===== src/rtl/hls_register_pkg.sv =====
// Shared types and helpers for the hls_register write arbiter.
// Optional lock build is selected by HLS_REGISTER_ARB_LOCK_EN in the top.
package hls_register_pkg;

    typedef enum logic {
        ARB  = 1'b0,
        HOLD = 1'b1
    } arb_state_e;

    localparam int DEF_NUM_REQ  = 4;
    localparam int DEF_NUM_REGS = 8;
    localparam int DEF_WIDTH    = 32;

    // Index width that never collapses to zero bits.
    function automatic int clog2_min1(input int n);
        return (n <= 2) ? 1 : $clog2(n);
    endfunction

endpackage


===== src/rtl/hls_register_arbiter_rr_priority_pick.sv =====
// Combinational round-robin picker: first masked valid at or after ptr, wrapping.
module rr_priority_pick
    import hls_register_pkg::*;
#(
    parameter int N  = DEF_NUM_REQ,
    parameter int IW = clog2_min1(N)
) (
    input  logic [N-1:0]  valid,
    input  logic [IW-1:0] ptr,
    input  logic [N-1:0]  mask,
    output logic [N-1:0]  grant,
    output logic [IW-1:0] idx,
    output logic          any
);

    logic [N-1:0] cand;

    always_comb begin
        cand  = valid & mask;
        grant = '0;
        idx   = '0;
        any   = 1'b0;
        for (int off = 0; off < N; off++) begin
            if (!any && cand[(int'(ptr) + off) % N]) begin
                any                          = 1'b1;
                grant[(int'(ptr) + off) % N] = 1'b1;
                idx                          = IW'((int'(ptr) + off) % N);
            end
        end
    end

endmodule


===== src/rtl/hls_register_arbiter.sv =====
// Round-robin write arbiter/sequencer for the hls_register bank.
// Define HLS_REGISTER_ARB_LOCK_EN to add req_lock, the ARB/HOLD FSM and lock timeout.
module hls_register_arbiter
    import hls_register_pkg::*;
#(
    parameter int NUM_REQ  = DEF_NUM_REQ,
    parameter int NUM_REGS = DEF_NUM_REGS,
    parameter int WIDTH    = DEF_WIDTH,
    parameter int ADDR_W   = clog2_min1(NUM_REGS)
`ifdef HLS_REGISTER_ARB_LOCK_EN
    ,
    parameter int LOCK_TIMEOUT = 64
`endif
) (
    input  logic                             clk,
    input  logic                             reset,
    input  logic [NUM_REQ-1:0]               req_valid,
    input  logic [NUM_REQ*ADDR_W-1:0]        req_addr,
    input  logic [NUM_REQ*WIDTH-1:0]         req_data,
`ifdef HLS_REGISTER_ARB_LOCK_EN
    input  logic [NUM_REQ-1:0]               req_lock,
`endif
    output logic [NUM_REQ-1:0]               req_ready,
    output logic [NUM_REGS-1:0]              reg_write_en,
    output logic [WIDTH-1:0]                 reg_write_data,
    output logic [clog2_min1(NUM_REQ)-1:0]   grant_id,
    output logic                             err_addr
);

    localparam int IW = clog2_min1(NUM_REQ);
    localparam logic [ADDR_W:0] REGS_LIM = (ADDR_W + 1)'(NUM_REGS);

    logic [IW-1:0]       ptr_q, ptr_d;
    logic [IW-1:0]       pick_idx;
    logic [NUM_REQ-1:0]  pick_grant;
    logic                pick_any;
    logic [NUM_REQ-1:0]  base_mask;
    logic [NUM_REQ-1:0]  arb_mask;
    logic                xfer;
    logic                force_ptr_en;
    logic [IW-1:0]       force_ptr;

    logic [ADDR_W-1:0]   sel_addr;
    logic [WIDTH-1:0]    sel_data;
    logic                addr_bad;

    logic [NUM_REGS-1:0] wen_q, wen_d;
    logic [WIDTH-1:0]    wdata_q, wdata_d;
    logic [IW-1:0]       gid_q, gid_d;
    logic                err_q, err_d;

    function automatic logic [IW-1:0] next_idx(input logic [IW-1:0] k);
        return (k == IW'(NUM_REQ - 1)) ? '0 : k + 1'b1;
    endfunction

    // Masking with reset keeps req_ready low while reset is held.
    assign arb_mask = reset ? base_mask : '0;

    rr_priority_pick #(
        .N  (NUM_REQ),
        .IW (IW)
    ) u_pick (
        .valid (req_valid),
        .ptr   (ptr_q),
        .mask  (arb_mask),
        .grant (pick_grant),
        .idx   (pick_idx),
        .any   (pick_any)
    );

    assign req_ready = pick_grant;
    assign xfer      = pick_any;

`ifdef HLS_REGISTER_ARB_LOCK_EN
    localparam int CW = $clog2(LOCK_TIMEOUT + 1);

    arb_state_e    state_q, state_d;
    logic [IW-1:0] owner_q, owner_d;
    logic [CW-1:0] idle_q, idle_d;
    logic          timeout;

    always_ff @(posedge clk or negedge reset) begin
        if (!reset) begin
            state_q <= ARB;
            owner_q <= '0;
            idle_q  <= '0;
        end else begin
            state_q <= state_d;
            owner_q <= owner_d;
            idle_q  <= idle_d;
        end
    end

    always_comb begin
        state_d = state_q;
        owner_d = owner_q;
        idle_d  = idle_q;
        timeout = 1'b0;
        case (state_q)
            ARB: begin
                if (xfer && req_lock[pick_idx]) begin
                    state_d = HOLD;
                    owner_d = pick_idx;
                    idle_d  = '0;
                end
            end
            HOLD: begin
                if (xfer) begin
                    idle_d = '0;
                    if (!req_lock[pick_idx]) state_d = ARB;
                end else if (idle_q == CW'(LOCK_TIMEOUT - 1)) begin
                    // Counter would reach LOCK_TIMEOUT on this edge: release now.
                    state_d = ARB;
                    idle_d  = '0;
                    timeout = 1'b1;
                end else begin
                    idle_d = idle_q + 1'b1;
                end
            end
            default: state_d = ARB;
        endcase
    end

    always_comb begin
        base_mask = '1;
        if (state_q == HOLD) base_mask = NUM_REQ'(1) << owner_q;
    end

    assign force_ptr_en = timeout;
    assign force_ptr    = owner_q;
`else
    assign base_mask    = '1;
    assign force_ptr_en = 1'b0;
    assign force_ptr    = '0;
`endif

    always_comb begin
        sel_addr = req_addr[int'(pick_idx) * ADDR_W +: ADDR_W];
        sel_data = req_data[int'(pick_idx) * WIDTH +: WIDTH];
        addr_bad = {1'b0, sel_addr} >= REGS_LIM;

        ptr_d = ptr_q;
        if (xfer)              ptr_d = next_idx(pick_idx);
        else if (force_ptr_en) ptr_d = next_idx(force_ptr);

        wen_d   = '0;
        err_d   = 1'b0;
        wdata_d = wdata_q;
        gid_d   = gid_q;
        if (xfer) begin
            wdata_d = sel_data;
            gid_d   = pick_idx;
            err_d   = addr_bad;
            if (!addr_bad) wen_d = NUM_REGS'(1) << sel_addr;
        end
    end

    always_ff @(posedge clk or negedge reset) begin
        if (!reset) begin
            ptr_q   <= '0;
            wen_q   <= '0;
            wdata_q <= '0;
            gid_q   <= '0;
            err_q   <= 1'b0;
        end else begin
            ptr_q   <= ptr_d;
            wen_q   <= wen_d;
            wdata_q <= wdata_d;
            gid_q   <= gid_d;
            err_q   <= err_d;
        end
    end

    assign reg_write_en   = wen_q;
    assign reg_write_data = wdata_q;
    assign grant_id       = gid_q;
    assign err_addr       = err_q;

endmodule


===== config.mk =====
export PLATFORM = sky130hd
export DESIGN_NAME = hls_register_arbiter
export DESIGN_NICKNAME = d
export VERILOG_FILES = /design/src/rtl/hls_register_pkg.sv /design/src/rtl/hls_register_arbiter_rr_priority_pick.sv /design/src/rtl/hls_register_arbiter.sv
export SDC_FILE = /design/constraint.sdc
export NUM_CORES = 1
export LEC_CHECK = 0
export BUFFER_PORTS_ARGS = -buffer_cell sky130_fd_sc_hd__buf_2
export CAP_MARGIN = 15
export CORE_AREA = 2 2 92 103
export CTS_CLUSTER_SIZE = 25
export DETAILED_ROUTE_END_ITERATION = 6
export DIE_AREA = 0 0 94 105
export PLACE_DENSITY = 0.82
export SYNTH_ARGS = -nofsm -noshare
export SYNTH_HDL_FRONTEND = slang
export SYNTH_SLANG_ARGS = --single-unit

===== constraint.sdc =====
create_clock -name clk -period 3.6 [get_ports clk]
set_input_delay 0.18 -clock clk [delete_from_list [all_inputs] [get_ports clk]]
set_output_delay 0.18 -clock clk [all_outputs]
set_load 0.01 [all_outputs]

; ---- After elaboration in Yosys (flattened, before gate mapping)
; Cells that the tools add are included.
[totals]
ramBits = 0
inputBits = 146
rom_bits = 0
out_inout_bits = 47
word_cells = 75
ff_bits = 44
n_memories = 0
latch_bits = 0
[op_classes]
bitwise_logic = 7
shift = 3
n_mux = 34
reduce_logical = 13
order_cmp = 8
multipliers = 1
n_div = 0
n_eq_ne = 1
addsub = 4
[op_table]
columns = op, n
row1 = indexed part select 128 x 8 -> 32 bit, 1
row2 = two-way mux 4 bit, 5
row3 = two-way mux 1 bit, 15
row4 = "less-than comparator 3 x 4 -> 1 bit, second input constant", 3
row5 = bitwise OR 4 bit, 3
row6 = indexed part select 12 x 5 -> 3 bit, 1
row7 = two-way mux 2 bit, 5
row8 = ">= comparator 3 x 1 -> 1 bit, second input constant", 3
row9 = binary-select mux 1 bit (select 2 bit), 4
row10 = demux 1 bit (select 2 bit), 4
row11 = two-way mux 8 bit, 1
row12 = "left shift 1 x 3 -> 8 bit, first input constant", 1
row13 = logical AND 1 bit, 7
row14 = OR reduction 2 bit, 3
row15 = "adder 2 x 1 -> 2 bit, second input constant", 2
row16 = "adder 2 bit, second input constant", 2
row17 = bitwise AND 4 bit, 1
row18 = "multiplier 2 x 2 -> 4 bit, second input constant", 1
row19 = "bitwise AND 1 bit, first input constant", 3
row20 = logical NOT 1 bit, 3
row21 = "less-than comparator 2 x 3 -> 1 bit, second input constant", 1
row22 = "equality test 2 bit, second input constant", 1
row23 = ">= comparator 2 x 1 -> 1 bit, second input constant", 1

; ---- Depth between registers and ports, before layout
[logic_depth]
word_depth = 18
ltp_mapped = 12
ltp_nobuf = 8

; ---- Modules after synthesis
; From an unflattened synthesis, not the netlist that was laid out.
[unflattened]
hier_cells = 205
hier_area_um2 = 3144.3
[by_module_without_submodules]
columns = mod, seq_area_each_um2, instances, area_each_um2, cells_each
row1 = hls_register_arbiter, 1101.1, 1, 2647.5, 140
row2 = rr_priority_pick, 0.0, 1, 496.7, 65

; ---- Worst setup path before layout
; No wires, ideal clock.
[synth_path]
path_kind = reg2reg
from = register ptr_q[0]
to = register wdata_q[11], in the netlist reg_write_data[11]
path_slack_ns = 0.910
arrival_ns = 2.557
path_stages_with_launch = 13
n_path_buf = 4
required_time_ns = 3.467
cell_sequence = dfrtp_1 buf_6 inv_1 ha_1 buf_6 or3b_4 a211oi_4 o31ai_4 or2_1 buf_2 buf_6 nand2_1 a221oi_2
[synth_via]
elab_chain_cells = 13
[synth_lines]
columns = element, line_no
row1 = "start, declared", hls_register_arbiter.sv:33  ; logic [IW-1:0] ptr_q, ptr_d;
row2 = "start signal, assigned", hls_register_arbiter.sv:166  ; ptr_q <= ptr_d;
row3 = adder 2 x 1 -> 2 bit or binary-select mux 1 bit (select 2 bit) (tied branches), "hls_register_arbiter_rr_priority_pick.sv:24, hls_register_arbiter_rr_priority_pick.sv:27"
row4 = binary-select mux 1 bit (select 2 bit) or two-way mux 1 bit (tied branches), hls_register_arbiter_rr_priority_pick.sv:24  ; if (!any && cand[(int'(ptr) + off) % N]) begin
row5 = two-way mux 1 bit (not written as such), hls_register_arbiter_rr_priority_pick.sv:24
row6 = two-way mux 1 bit (not written as such) or logical NOT 1 bit (tied branches), hls_register_arbiter_rr_priority_pick.sv:24
row7 = logical AND 1 bit, hls_register_arbiter_rr_priority_pick.sv:24
row8 = two-way mux 1 bit, hls_register_arbiter_rr_priority_pick.sv:24
row9 = logical NOT 1 bit, hls_register_arbiter_rr_priority_pick.sv:24
row10 = logical AND 1 bit, hls_register_arbiter_rr_priority_pick.sv:24
row11 = two-way mux 1 bit, hls_register_arbiter_rr_priority_pick.sv:24
row12 = logical NOT 1 bit, hls_register_arbiter_rr_priority_pick.sv:24
row13 = logical AND 1 bit, hls_register_arbiter_rr_priority_pick.sv:24
row14 = two-way mux 2 bit, hls_register_arbiter_rr_priority_pick.sv:24
row15 = indexed part select 128 x 8 -> 32 bit, hls_register_arbiter.sv:139  ; sel_data = req_data[int'(pick_idx) * WIDTH +: WIDTH];
row16 = "end signal, assigned", hls_register_arbiter.sv:168  ; wdata_q <= wdata_d;
row17 = "end, declared", hls_register_arbiter.sv:48  ; logic [WIDTH-1:0] wdata_q, wdata_d;
; Several ways; a longest one is shown, not always the timed one. The select of a mux whose other input is x is not followed.
; A chain may end at the register's enable or synchronous reset.

; ---- Worst setup path in the final report
[layout_path]
from = register ptr_q[1]
to = output req_ready[3]
[layout_via]
elab_chain_cells = 13
[layout_lines]
columns = element, line_no
row1 = adder 2 x 1 -> 2 bit, "hls_register_arbiter_rr_priority_pick.sv:24, hls_register_arbiter_rr_priority_pick.sv:26"
row2 = OR reduction 2 bit (no source line), -
row3 = bitwise AND 1 bit (no source line), -
row4 = less-than comparator 3 x 4 -> 1 bit (not written as such) or >= comparator 3 x 1 -> 1 bit (tied branches), hls_register_arbiter_rr_priority_pick.sv:26  ; grant[(int'(ptr) + off) % N] = 1'b1;
row5 = logical AND 1 bit (not written as such), hls_register_arbiter_rr_priority_pick.sv:26
row6 = two-way mux 1 bit (not written as such), hls_register_arbiter_rr_priority_pick.sv:26
row7 = demux 1 bit (select 2 bit), -
row8 = bitwise OR 4 bit (no source line), -
row9 = two-way mux 4 bit, hls_register_arbiter_rr_priority_pick.sv:24
row10 = bitwise OR 4 bit (no source line), -
row11 = two-way mux 4 bit, hls_register_arbiter_rr_priority_pick.sv:24
row12 = bitwise OR 4 bit (no source line), -
row13 = two-way mux 4 bit (*), hls_register_arbiter_rr_priority_pick.sv:24
row14 = "end, declared", hls_register_arbiter.sv:23  ; output logic [NUM_REQ-1:0] req_ready,
; Mark *: on every way between the ends. The rest lies on a longest branch, timed or not. The select of a mux whose other input is x is not followed.

==> run metrics <==
outcome=complete, no violations; Setup violations, final=0; Min-Delay Path Class=in2reg; dominant synthesized flop cell=dfrtp_1; Routed WL=10500 um; die height=105 um; CTS tree=done; CP arrival=3.13 ns; most frequent cells in the layout=191 x buf_2, 44 x dfrtp_1, 40 x nand2_1; Power per Cell Area=712 mW/mm^2; WL/cell=16.5 um; # resized after CTS=0; DRT antenna net count=0; clk_skew=0.00493 ns; FF+latch count, synth=44; CTS clock-pin slew for the worst setup and hold paths=0.08 ns; Vias=3483; # diodes=0; FFs w/ async S/R, synth=100%; drt drc=0; GRT Total Usage=21.3%; Post-CTS Setup Bufs=0; Die Width=94 um; Netlist cell types=48; fillers=833; Worst slew margin=58.0%; CP Cell Sequence=inv_1 -> ha_1 -> mux2_2 -> nor2_1 -> a21oi_1 -> a2111oi_2 -> a22o_1 -> a221o_1 -> buf_2; fin. max-slew vios=0; VDD IR-drop max=0.321 mV; GR Overflow Total=0; CTS HTree Levels=2; critical path's slowest cell=dfrtp_1; fin area=0.00447 sq mm; synth warn=0; min Tclk post-route=3.31 ns; CP Buf/Inv Count=2; crit start category=flop; Avg Cell Area, Syn=9.84 sq um; EDFF count, synth=0; initial drt markers=151; max-cap viol count=0; root buf cell=clkbuf_8; Cells after Synth=349; CTS buffer count=5; cell taking the most area after synthesis=dfrtp_1; maximum fanout along the worst path=12; commonest non-fill, non-tap cell in the layout=buf_2; # clock sinks=44; Total Nets Final=681; max incr delay on CP=0.60 ns; first-pass GRT wire length=16900 um; Post-DP Area=0.00439 sq mm; hold_buf cts=1; Core ar.=0.00878 sq mm; synth top area cells=dfrtp_1 32%, a221oi_2 13%, mux2i_1 11%; PortBufs=191; number of global-route vias before repair=3613; mapped cell area=0.00343 sq mm; crit end category=output pin; layout cells sized above 1=49.1%; worst hold start=req_data[23]; Lkg Pwr=2.23 nW; Seq/Total Area, Yosys=32.1%; synthesis-to-layout area growth=30.1%; Via density=5.45; synthesized net count=503; area of the die=0.00987 sq mm; Fin Setup TNS=0 ns; IO Pins=193; RSZ-0062 raised after global routing=no; critical path required time=3.42 ns; first drt pass iteration count=4; Yosys top cell area share=32.1%; Worst Setup Path Type=reg2out; Post-DP HPWL=8000 um; Worst setup startpoint=ptr_q[1]; row count=36; fmax=302 MHz; largest net degree at the start of global routing=39; Top delay family on crit path=compound AO/OA/AOI/OAI gates; CTS Buffer Depth=2; clk_lat worst skew=0.29 ns; initial core utilization=39.1%; Slew @ Worst Pin=0.628 ns; GP Congestion=0.862; initial antenna violation count=0; Final Hold Viols=0; final period utilization=92.0%; Reg2Reg Launch Point=ptr_q[1]
[stage by stage]
stage          util, %  std cells  setup slack (ns)  hold WS, ns  total power, mW
6_report          50.8        639             0.288        0.139             3.18
5_1_grt           50.8        639           0.00892        0.128             3.42
4_1_cts           50.8        639             0.291        0.125             3.20
3_5_place_dp      49.9        633             0.327        0.217             2.91
3_3_place_gp      49.9        633             0.465        0.218             2.85
2_1_floorplan        -        349             0.910       -0.116             2.39
[cell usage after synthesis, drive strengths merged (5+ instances only)]
library cell   n
dfrtp         44
nor2          42
nand2         40
a21oi         39
mux2i         38
a221oi        32
buf           26
nor3b          9
ha             8
nor3           7
o21ai          7
o32ai          6
clkbuf         5
inv            5
[flip-flops by register name, summed over array words and instances (netlist names)]
name	cells
reg_write_data	32
reg_write_en	8
grant_id	2
ptr_q	2
[cell families (layout without fill, tap and decap cells)]
kind of cell             after synthesis  after routing  synth area share (%)
buffers and inverters                 36            212                  7.40
AND/OR/NAND/NOR                      114            114                  15.7
flip-flops                            44             44                  32.1
adder cells (fa/ha/maj)                8              8                  2.92
other                                  1              1                 0.109
AO/OA/AOI/OAI                        106            106                  30.0
multiplexers                          40             40                  11.8
[layer usage]
layer	vias to the layer above	global-route usage, %	routed length (um)
met5	-	0	0
met4	0	6.52	206
met3	22	3.17	515
met2	138	39.4	5620
met1	1668	24.7	4170
li1	1655	-	-
[power breakdown]
part	switching, mW	leakage [nW]	internal (mW)	total [mW]
Combinational	1.16	1.67	0.880	2.04
Sequential	0.152	0.524	0.711	0.863
Clock	0.152	0.0359	0.125	0.277
[path summary, 6_finish.rpt]
path	endpoint	slack (ns)	cells past startpoint
max in group asynchronous	reg_write_data[12]	2.35	3
setup reg to reg	reg_write_data[9]	0.34	9
min in group asynchronous	reg_write_data[17]	0.45	2
hold / removal	reg_write_data[23]	0.14	3
hold reg to reg	grant_id[0]	0.51	2
setup / recovery	req_ready[3]	0.29	9
[area by class of cell]
cell class                      instances  area (sq um)  share of cell area (%)
Timing Repair Buffer                  202          1050                    23.6
Multi-Input combinational cell        269          2080                    46.6
Inverter                                5          18.8                   0.420
Clock buffer                            5          68.8                    1.54
Tap cell                              114           143                    3.19
Sequential cell                        44          1100                    24.7
[worst register-to-register path, cell delays in order, from the launching register on]
cell,delay (ns)
dfrtp_1,0.60
inv_1,0.20
ha_1,0.44
or3b_4,0.46
a211oi_4,0.28
o31ai_4,0.11
nor2_8,0.36
buf_4,0.30
a21oi_1,0.10
a221oi_1,0.32
No activity file was read; power rests on OpenSTA's default activity.
